**src/rtl/fp_mul_pipe_if.sv**
```systemverilog
// Operand/result handshake bundle between issue logic, fp_mul_pipe and writeback.
// The master side issues operands and accepts results; the multiplier is the slave.
interface fp_mul_pipe_if #(
    parameter int EXP_W = 8,
    parameter int MAN_W = 23
);
    localparam int W = 1 + EXP_W + MAN_W;

    logic         in_valid;
    logic         in_ready;
    logic [W-1:0] a;
    logic [W-1:0] b;
    logic         rnd_mode;
    logic         out_valid;
    logic         out_ready;
    logic [W-1:0] result;
    logic [3:0]   flags;

    modport master (
        output in_valid, a, b, rnd_mode, out_ready,
        input  in_ready, out_valid, result, flags
    );

    modport slave (
        input  in_valid, a, b, rnd_mode, out_ready,
        output in_ready, out_valid, result, flags
    );
endinterface

```
**src/rtl/fp_mul_pipe.sv**
```systemverilog
// Three-stage pipelined IEEE-754 multiplier with RNE/RTZ rounding, FTZ inputs and
// exception flags {invalid, overflow, underflow, inexact}; the whole pipe stalls as one.
module fp_mul_pipe #(
    parameter int EXP_W = 8,
    parameter int MAN_W = 23
) (
    input  logic         clk,
    input  logic         rst_n,
    fp_mul_pipe_if.slave bus
);
    localparam int W      = 1 + EXP_W + MAN_W;
    localparam int SIG_W  = MAN_W + 1;
    localparam int PROD_W = 2 * SIG_W;
    localparam int E_W    = EXP_W + 2;

    localparam logic signed [E_W-1:0] BIAS   = E_W'((1 << (EXP_W - 1)) - 1);
    localparam logic signed [E_W-1:0] E_MAX  = E_W'((1 << EXP_W) - 1);
    localparam logic signed [E_W-1:0] E_ZERO = '0;
    localparam logic signed [E_W-1:0] E_ONE  = E_W'(1);
    localparam logic [W-1:0] QNAN = {1'b0, {EXP_W{1'b1}}, 1'b1, {(MAN_W - 1){1'b0}}};

    logic adv;
    assign adv = ~bus.out_valid | bus.out_ready;
    assign bus.in_ready = adv;

    // ---------------- Stage 1: unpack, classify, exponent sum ----------------
    logic             sa, sb;
    logic [EXP_W-1:0] ea, eb;
    logic [MAN_W-1:0] fa, fb;
    assign {sa, ea, fa} = bus.a;
    assign {sb, eb, fb} = bus.b;

    logic a_zero, b_zero, a_inf, b_inf, a_nan, b_nan, a_snan, b_snan;
    assign a_zero = (ea == '0);
    assign b_zero = (eb == '0);
    assign a_inf  = (ea == '1) && (fa == '0);
    assign b_inf  = (eb == '1) && (fb == '0);
    assign a_nan  = (ea == '1) && (fa != '0);
    assign b_nan  = (eb == '1) && (fb != '0);
    assign a_snan = a_nan && !fa[MAN_W-1];
    assign b_snan = b_nan && !fb[MAN_W-1];

    logic                    sign_c;
    logic signed [E_W-1:0]   exp_c;
    logic                    spec_c;
    logic [W-1:0]            spec_res_c;
    logic [3:0]              spec_flags_c;

    assign sign_c = sa ^ sb;
    assign exp_c  = $signed({2'b00, ea}) + $signed({2'b00, eb}) - BIAS;

    // Special operands resolve here and ride the pipe unchanged past rounding.
    always_comb begin
        spec_c       = 1'b0;
        spec_res_c   = '0;
        spec_flags_c = '0;
        if (a_nan || b_nan) begin
            spec_c       = 1'b1;
            spec_res_c   = QNAN;
            spec_flags_c = {a_snan | b_snan, 3'b000};
        end else if ((a_inf && b_zero) || (b_inf && a_zero)) begin
            spec_c       = 1'b1;
            spec_res_c   = QNAN;
            spec_flags_c = 4'b1000;
        end else if (a_inf || b_inf) begin
            spec_c     = 1'b1;
            spec_res_c = {sign_c, {EXP_W{1'b1}}, {MAN_W{1'b0}}};
        end else if (a_zero || b_zero) begin
            spec_c     = 1'b1;
            spec_res_c = {sign_c, {EXP_W{1'b0}}, {MAN_W{1'b0}}};
        end
    end

    logic                  s1_valid, s1_sign, s1_rnd, s1_spec;
    logic signed [E_W-1:0] s1_exp;
    logic [SIG_W-1:0]      s1_sig_a, s1_sig_b;
    logic [W-1:0]          s1_spec_res;
    logic [3:0]            s1_spec_flags;

    always_ff @(posedge clk or negedge rst_n) begin
        if (!rst_n) begin
            s1_valid      <= 1'b0;
            s1_sign       <= 1'b0;
            s1_rnd        <= 1'b0;
            s1_spec       <= 1'b0;
            s1_exp        <= '0;
            s1_sig_a      <= '0;
            s1_sig_b      <= '0;
            s1_spec_res   <= '0;
            s1_spec_flags <= '0;
        end else if (adv) begin
            s1_valid      <= bus.in_valid;
            s1_sign       <= sign_c;
            s1_rnd        <= bus.rnd_mode;
            s1_spec       <= spec_c;
            s1_exp        <= exp_c;
            s1_sig_a      <= {1'b1, fa};
            s1_sig_b      <= {1'b1, fb};
            s1_spec_res   <= spec_res_c;
            s1_spec_flags <= spec_flags_c;
        end
    end

    // ---------------- Stage 2: significand product ----------------
    logic [PROD_W-1:0] prod_c;
    assign prod_c = {{SIG_W{1'b0}}, s1_sig_a} * {{SIG_W{1'b0}}, s1_sig_b};

    logic                  s2_valid, s2_sign, s2_rnd, s2_spec;
    logic signed [E_W-1:0] s2_exp;
    logic [PROD_W-1:0]     s2_prod;
    logic [W-1:0]          s2_spec_res;
    logic [3:0]            s2_spec_flags;

    always_ff @(posedge clk or negedge rst_n) begin
        if (!rst_n) begin
            s2_valid      <= 1'b0;
            s2_sign       <= 1'b0;
            s2_rnd        <= 1'b0;
            s2_spec       <= 1'b0;
            s2_exp        <= '0;
            s2_prod       <= '0;
            s2_spec_res   <= '0;
            s2_spec_flags <= '0;
        end else if (adv) begin
            s2_valid      <= s1_valid;
            s2_sign       <= s1_sign;
            s2_rnd        <= s1_rnd;
            s2_spec       <= s1_spec;
            s2_exp        <= s1_exp;
            s2_prod       <= prod_c;
            s2_spec_res   <= s1_spec_res;
            s2_spec_flags <= s1_spec_flags;
        end
    end

    // ---------------- Stage 3: normalise, round, range check ----------------
    logic [MAN_W-1:0]      frac_t, frac_fin;
    logic                  guard, sticky, inc;
    logic [MAN_W:0]        rounded;
    logic signed [E_W-1:0] e_norm, e_fin;
    logic [W-1:0]          res_c;
    logic [3:0]            flags_c;

    // A product in [2,4) is read one bit higher instead of physically shifting it.
    always_comb begin
        if (s2_prod[PROD_W-1]) begin
            frac_t = s2_prod[PROD_W-2 -: MAN_W];
            guard  = s2_prod[PROD_W-2-MAN_W];
            sticky = |s2_prod[PROD_W-3-MAN_W:0];
            e_norm = s2_exp + E_ONE;
        end else begin
            frac_t = s2_prod[PROD_W-3 -: MAN_W];
            guard  = s2_prod[PROD_W-3-MAN_W];
            sticky = |s2_prod[PROD_W-4-MAN_W:0];
            e_norm = s2_exp;
        end
    end

    assign inc      = ~s2_rnd & guard & (sticky | frac_t[0]);
    assign rounded  = {1'b0, frac_t} + {{MAN_W{1'b0}}, inc};
    assign frac_fin = rounded[MAN_W] ? {MAN_W{1'b0}} : rounded[MAN_W-1:0];
    assign e_fin    = e_norm + (rounded[MAN_W] ? E_ONE : E_ZERO);

    always_comb begin
        res_c   = {s2_sign, e_fin[EXP_W-1:0], frac_fin};
        flags_c = {3'b000, guard | sticky};
        if (s2_spec) begin
            res_c   = s2_spec_res;
            flags_c = s2_spec_flags;
        end else if (e_fin >= E_MAX) begin
            flags_c = 4'b0101;
            if (s2_rnd) begin
                res_c = {s2_sign, {{(EXP_W - 1){1'b1}}, 1'b0}, {MAN_W{1'b1}}};
            end else begin
                res_c = {s2_sign, {EXP_W{1'b1}}, {MAN_W{1'b0}}};
            end
        end else if (e_fin <= E_ZERO) begin
            res_c   = {s2_sign, {EXP_W{1'b0}}, {MAN_W{1'b0}}};
            flags_c = 4'b0011;
        end
    end

    logic         out_valid_q;
    logic [W-1:0] result_q;
    logic [3:0]   flags_q;

    always_ff @(posedge clk or negedge rst_n) begin
        if (!rst_n) begin
            out_valid_q <= 1'b0;
            result_q    <= '0;
            flags_q     <= '0;
        end else if (adv) begin
            out_valid_q <= s2_valid;
            if (s2_valid) begin
                result_q <= res_c;
                flags_q  <= flags_c;
            end
        end
    end

    assign bus.out_valid = out_valid_q;
    assign bus.result    = result_q;
    assign bus.flags     = flags_q;
endmodule

```
**src/flat_wrapper.sv**
```systemverilog
// flat-port wrapper written by rule: the top's interface ports become plain ports
module fp_mul_pipe_flat 
#(
    parameter int EXP_W = 8,
    parameter int MAN_W = 23
)
  (clk, rst_n, bus_in_valid, bus_a, bus_b, bus_rnd_mode, bus_out_ready, bus_in_ready, bus_out_valid, bus_result, bus_flags);
  fp_mul_pipe_if #(.EXP_W(EXP_W), .MAN_W(MAN_W)) bus_i ();
  input  logic clk;
  input  logic rst_n;
  input wire logic [$bits(bus_i.in_valid)-1:0] bus_in_valid;
  input wire logic [$bits(bus_i.a)-1:0] bus_a;
  input wire logic [$bits(bus_i.b)-1:0] bus_b;
  input wire logic [$bits(bus_i.rnd_mode)-1:0] bus_rnd_mode;
  input wire logic [$bits(bus_i.out_ready)-1:0] bus_out_ready;
  output wire logic [$bits(bus_i.in_ready)-1:0] bus_in_ready;
  output wire logic [$bits(bus_i.out_valid)-1:0] bus_out_valid;
  output wire logic [$bits(bus_i.result)-1:0] bus_result;
  output wire logic [$bits(bus_i.flags)-1:0] bus_flags;
  assign bus_i.in_valid = bus_in_valid;
  assign bus_i.a = bus_a;
  assign bus_i.b = bus_b;
  assign bus_i.rnd_mode = bus_rnd_mode;
  assign bus_i.out_ready = bus_out_ready;
  assign bus_in_ready = bus_i.in_ready;
  assign bus_out_valid = bus_i.out_valid;
  assign bus_result = bus_i.result;
  assign bus_flags = bus_i.flags;
  fp_mul_pipe #(.EXP_W(EXP_W), .MAN_W(MAN_W)) u_core (.clk(clk), .rst_n(rst_n), .bus(bus_i));
endmodule
```
**config.mk**
```make
export PLATFORM = sky130hd
export DESIGN_NAME = fp_mul_pipe_flat
export DESIGN_NICKNAME = d
export VERILOG_FILES = /design/src/rtl/fp_mul_pipe_if.sv /design/src/rtl/fp_mul_pipe.sv /design/src/flat_wrapper.sv
export SDC_FILE = /design/constraint.sdc
export NUM_CORES = 2
export LEC_CHECK = 0
export CAP_MARGIN = 30
export CORE_MARGIN = 1
export CORE_UTILIZATION = 28
export DETAILED_ROUTE_END_ITERATION = 10
export SYNTH_ARGS = -nofsm -noshare
export SYNTH_HDL_FRONTEND = slang
export SYNTH_SLANG_ARGS = --single-unit
```
**constraint.sdc**
```tcl
create_clock -name clk -period 7.24 [get_ports clk]
set_input_delay 1.448 -clock clk [delete_from_list [all_inputs] [get_ports clk]]
set_output_delay 1.448 -clock clk [all_outputs]
set_load 0.01 [all_outputs]
```
==> results_dict.tcl <==
set metrics [dict create \
    final_cell_mix "sky130_fd_sc_hd__nand2_1, sky130_fd_sc_hd__inv_1, sky130_fd_sc_hd__fa_1, sky130_fd_sc_hd__and2_1, sky130_fd_sc_hd__ha_1" \
    cts_tree "built" \
    maxSlewViolCount 0 \
    ctsRootBufferMaster "sky130_fd_sc_hd__clkbuf_16" \
    core_outline_area_sq_um 97100 \
    post_drt_via_cell_ratio 4.64 \
    clk_transition_reported_paths_ns 0.09 \
    finalClockSkew_ns 0.0269 \
    number_of_hold_violations_in_the_final_report 0 \
    grt-ovfl-total 0 \
    endpoint_arrival_time_on_the_critical_path_ns 7.29 \
    synth_cells 3148 \
    cell_with_the_largest_stage_delay_on_the_worst_path "sky130_fd_sc_hd__fa_1" \
    grt_util_met1 0.208 \
    layout-area-overhead-vs-synth_pct 13.3 \
    grt_antenna_before_repair 1 \
    maxClockFrequency_mhz 144 \
    tightestPinTransition_ns 0.945 \
    synthFlopType "sky130_fd_sc_hd__dfrtp_1" \
    fill_cells 10100 \
    netlist.top_cell.by_area "sky130_fd_sc_hd__fa_1" \
    worst_hold_path_type "reg2reg" \
    worstPathBufferInverterCount 5 \
    wire_length_of_the_first_global_routing_pass_mm 118 \
    cts_buffers 17 \
    num-nets-final 3948 \
    cts.hold.buffers_added 0 \
    drt_iter0_markers 1272 \
    worst-endpoint-required_ns 7.58 \
    dieArea_sq_um 99700 \
    final.setup.worst_slack_ns 0.292 \
    clockBufferDepth 2 \
    postRouteAntennaNets 0 \
    num_antenna_cells 0 \
    ys_top_cells_by_area "sky130_fd_sc_hd__fa_1, sky130_fd_sc_hd__dfrtp_1, sky130_fd_sc_hd__ha_1" \
    crit_family "adder cells" \
    syn-cell-area_sq_um 27600 \
    post_synth_edffs 0 \
    path_common_cell "sky130_fd_sc_hd__fa_1" \
    crit_chain "buf_4 -> and2_1 -> fa_1 -> inv_1 -> fa_1 -> inv_1 -> fa_1 -> inv_1 -> fa_1 -> fa_1 -> fa_1 -> fa_1 -> inv_1 -> ha_1 -> and3_1 -> and3_1 -> a32oi_1 -> nand2_1 -> a22oi_2 -> a31oi_4 -> a31oi_4 -> xor2_1 -> a21oi_1" \
    grtUsageMet3 0.0252 \
    die_x_um 316 \
    number_of_sinks_handled_by_clock_tree_synthesis 168 \
    height_of_the_die_um 316 \
    setup_repair_after_global_routing_missed_its_margin "false" \
    grt.total_usage 0.150 \
    synth-warning-count 0 \
    grt.busiest_layer "met2" \
    post_drt_wl_per_cell_um 16.0 \
    place_worst_setup_slack_ns -0.247 \
    rows 114 \
    crit_fanout 16 \
    first_global_vias 21600 \
    layout.cells.most_common "sky130_fd_sc_hd__nand2_1" \
    synth.yosys.seq_area_share 0.152 \
    critical-path-max-stage-delay_ns 0.60 \
    grt_max_degree 85 \
    ys_seq_elements 168 \
    detail_route.drc_violations 0 \
    synth_nets 3888 \
    placedInstanceArea_sq_um 30500 \
    synth_cell_type_count 74 \
    final_min_period_ns 6.95 \
    buffer_ports.inserted 106 \
    sum_of_routed_wire_length_over_all_layers_mm 71.8 \
    cell_area_after_layout_sq_um 31200 \
    post-synth-top-area-fraction 0.351 \
    grt_use_met2 0.246 \
    initial_utilization 0.284 \
    final_setup_vio_count 0 \
    post-dp-hpwl_mm 59.8 \
    cap_violations 0 \
    io_pins 107 \
    synthesis.area_per_instance_sq_um 8.76 \
    critical_path.startpoint_type "flop" \
    final_layout_size_suffix_gt1_frac 0.0630 \
    firstDrtPassIters 5 \
    asyncSetResetFlopFracSynth 1.00 \
    clock_latency_on_the_worst_skew_pair_ns 0.51 \
    post-route-period-util 0.960 \
    worstSetupEndpointType "flop" \
    place.gp.congestion 0.870 \
    route.vias.total 20900 \
    relSlewSlack 0.370 \
    htree_num_levels 4 \
    status "finished clean" \
    criticalPathCategory "reg2reg" \
]
[state kept, by name (all words and copies together), names as in the netlist]
signal	flops
u_core.s2_rnd	1
u_core.bus.flags	4
u_core.s2_sign	1
u_core.s2_spec_res	3
u_core.s1_rnd	1
u_core.s1_sign	1
u_core.s1_spec_flags	1
u_core.s2_prod	48
u_core.bus.result	32
u_core.s1_spec_res	3
u_core.s1_spec	1
u_core.s2_spec	1
u_core.s2_exp	10
u_core.s2_spec_flags	1
u_core.s1_valid	1
u_core.bus.out_valid	1
u_core.s1_sig_b	24
u_core.s1_exp	10
u_core.s1_sig_a	23
u_core.s2_valid	1
[cells in the mapped netlist (all sizes together) (10+ instances only)]
| master | number |
|---|---|
| a211oi | 11 |
| mux2i | 22 |
| xor2 | 44 |
| nor4 | 25 |
| nand3 | 27 |
| nor2 | 88 |
| nand4 | 25 |
| xnor2 | 54 |
| and3 | 10 |
| a21oi | 109 |
| inv | 566 |
| buf | 20 |
| and2 | 312 |
| clkbuf | 154 |
| nand2 | 592 |
| o21ai | 96 |
| nor3 | 14 |
| fa | 483 |
| a21o | 27 |
| ha | 188 |
| dfrtp | 168 |
[repair_timing]
action	CTS	global route
pin swaps	0	7
endpoints found under the setup margin	11	16
buffers inserted	0	0
gates resized for setup	10	34
endpoints found under the hold margin	0	0
[final timing paths]
check / start / cells past startpoint / slack [ns] / to
setup / recovery: u_core.s1_sig_a[20] / 23 / 0.29 / u_core.s2_prod[42]
hold / removal: u_core.s2_spec_res[22] / 2 / 0.47 / u_core.s2_spec_res[22]
setup reg to reg: u_core.s1_sig_a[20] / 23 / 0.29 / u_core.s2_prod[42]
hold reg to reg: u_core.s2_spec_res[22] / 2 / 0.47 / u_core.s2_spec_res[22]
max in group asynchronous: rst_n / 3 / 5.24 / u_core.s1_sig_b[0]
min in group asynchronous: rst_n / 1 / 0.91 / u_core.s2_exp[9]
[worst reg2reg max path, cell delays in order, from the launching register on]
cell and delay, ns:
sky130_fd_sc_hd__dfrtp_1 0.57, sky130_fd_sc_hd__buf_4 0.31, sky130_fd_sc_hd__and2_1 0.18, sky130_fd_sc_hd__fa_1 0.54, sky130_fd_sc_hd__inv_1 0.06, sky130_fd_sc_hd__fa_1 0.52, sky130_fd_sc_hd__inv_1 0.05, sky130_fd_sc_hd__fa_1 0.49
sky130_fd_sc_hd__inv_1 0.05, sky130_fd_sc_hd__fa_1 0.60, sky130_fd_sc_hd__fa_1 0.45, sky130_fd_sc_hd__fa_1 0.46, sky130_fd_sc_hd__fa_1 0.49, sky130_fd_sc_hd__inv_1 0.04, sky130_fd_sc_hd__ha_1 0.30, sky130_fd_sc_hd__and3_1 0.25
sky130_fd_sc_hd__and3_1 0.20, sky130_fd_sc_hd__a32oi_1 0.16, sky130_fd_sc_hd__nand2_1 0.10, sky130_fd_sc_hd__a22oi_2 0.31, sky130_fd_sc_hd__a31oi_4 0.18, sky130_fd_sc_hd__a31oi_4 0.20, sky130_fd_sc_hd__xor2_1 0.19, sky130_fd_sc_hd__a21oi_1 0.09
[stage by stage]
step           cells   util  hold slack, ns  TNS, ns
6_report        4497  0.321           0.472        0
2_1_floorplan   3148      -           0.430        0
5_1_grt         4497  0.321           0.490        0
3_5_place_dp    4465  0.314           0.454    -1.28
4_1_cts         4497  0.320           0.473        0
3_3_place_gp    4464  0.313           0.446   -0.565
[layer usage]
| metal | routed length [um] | share of wire |
|---|---|---|
| met5 | 0 | 0 |
| met4 | 1030 | 0.014 |
| met3 | 3780 | 0.053 |
| met2 | 34500 | 0.48 |
| met1 | 32500 | 0.45 |
[area by class of cell]
class,instances,area [sq um],share of cell area
clock inverters,14,170,0.00545
well taps,1276,1600,0.0511
clock buffers,18,439,0.0141
multi-input cells,2240,20700,0.661
repair buffers,215,2010,0.0645
flip-flops and latches,168,4230,0.135
inverters,566,2130,0.0681
[cell families (layout without fill, tap and decap cells)]
family / after synthesis / in the layout / share of synthesized area
adders and majority gates: 671 / 671 / 0.436
xor gates and xnor gates: 98 / 98 / 0.0317
and+or+nand+nor: 1131 / 1131 / 0.197
AOI/OAI and AO/OA: 313 / 313 / 0.0700
muxes: 27 / 27 / 0.0100
buffers and inverters: 740 / 813 / 0.103
DFF: 168 / 168 / 0.152
Power is left out: the tool's default activity adds up to more than one toggle a clock period on the data nets, which glitch-free logic cannot reach.
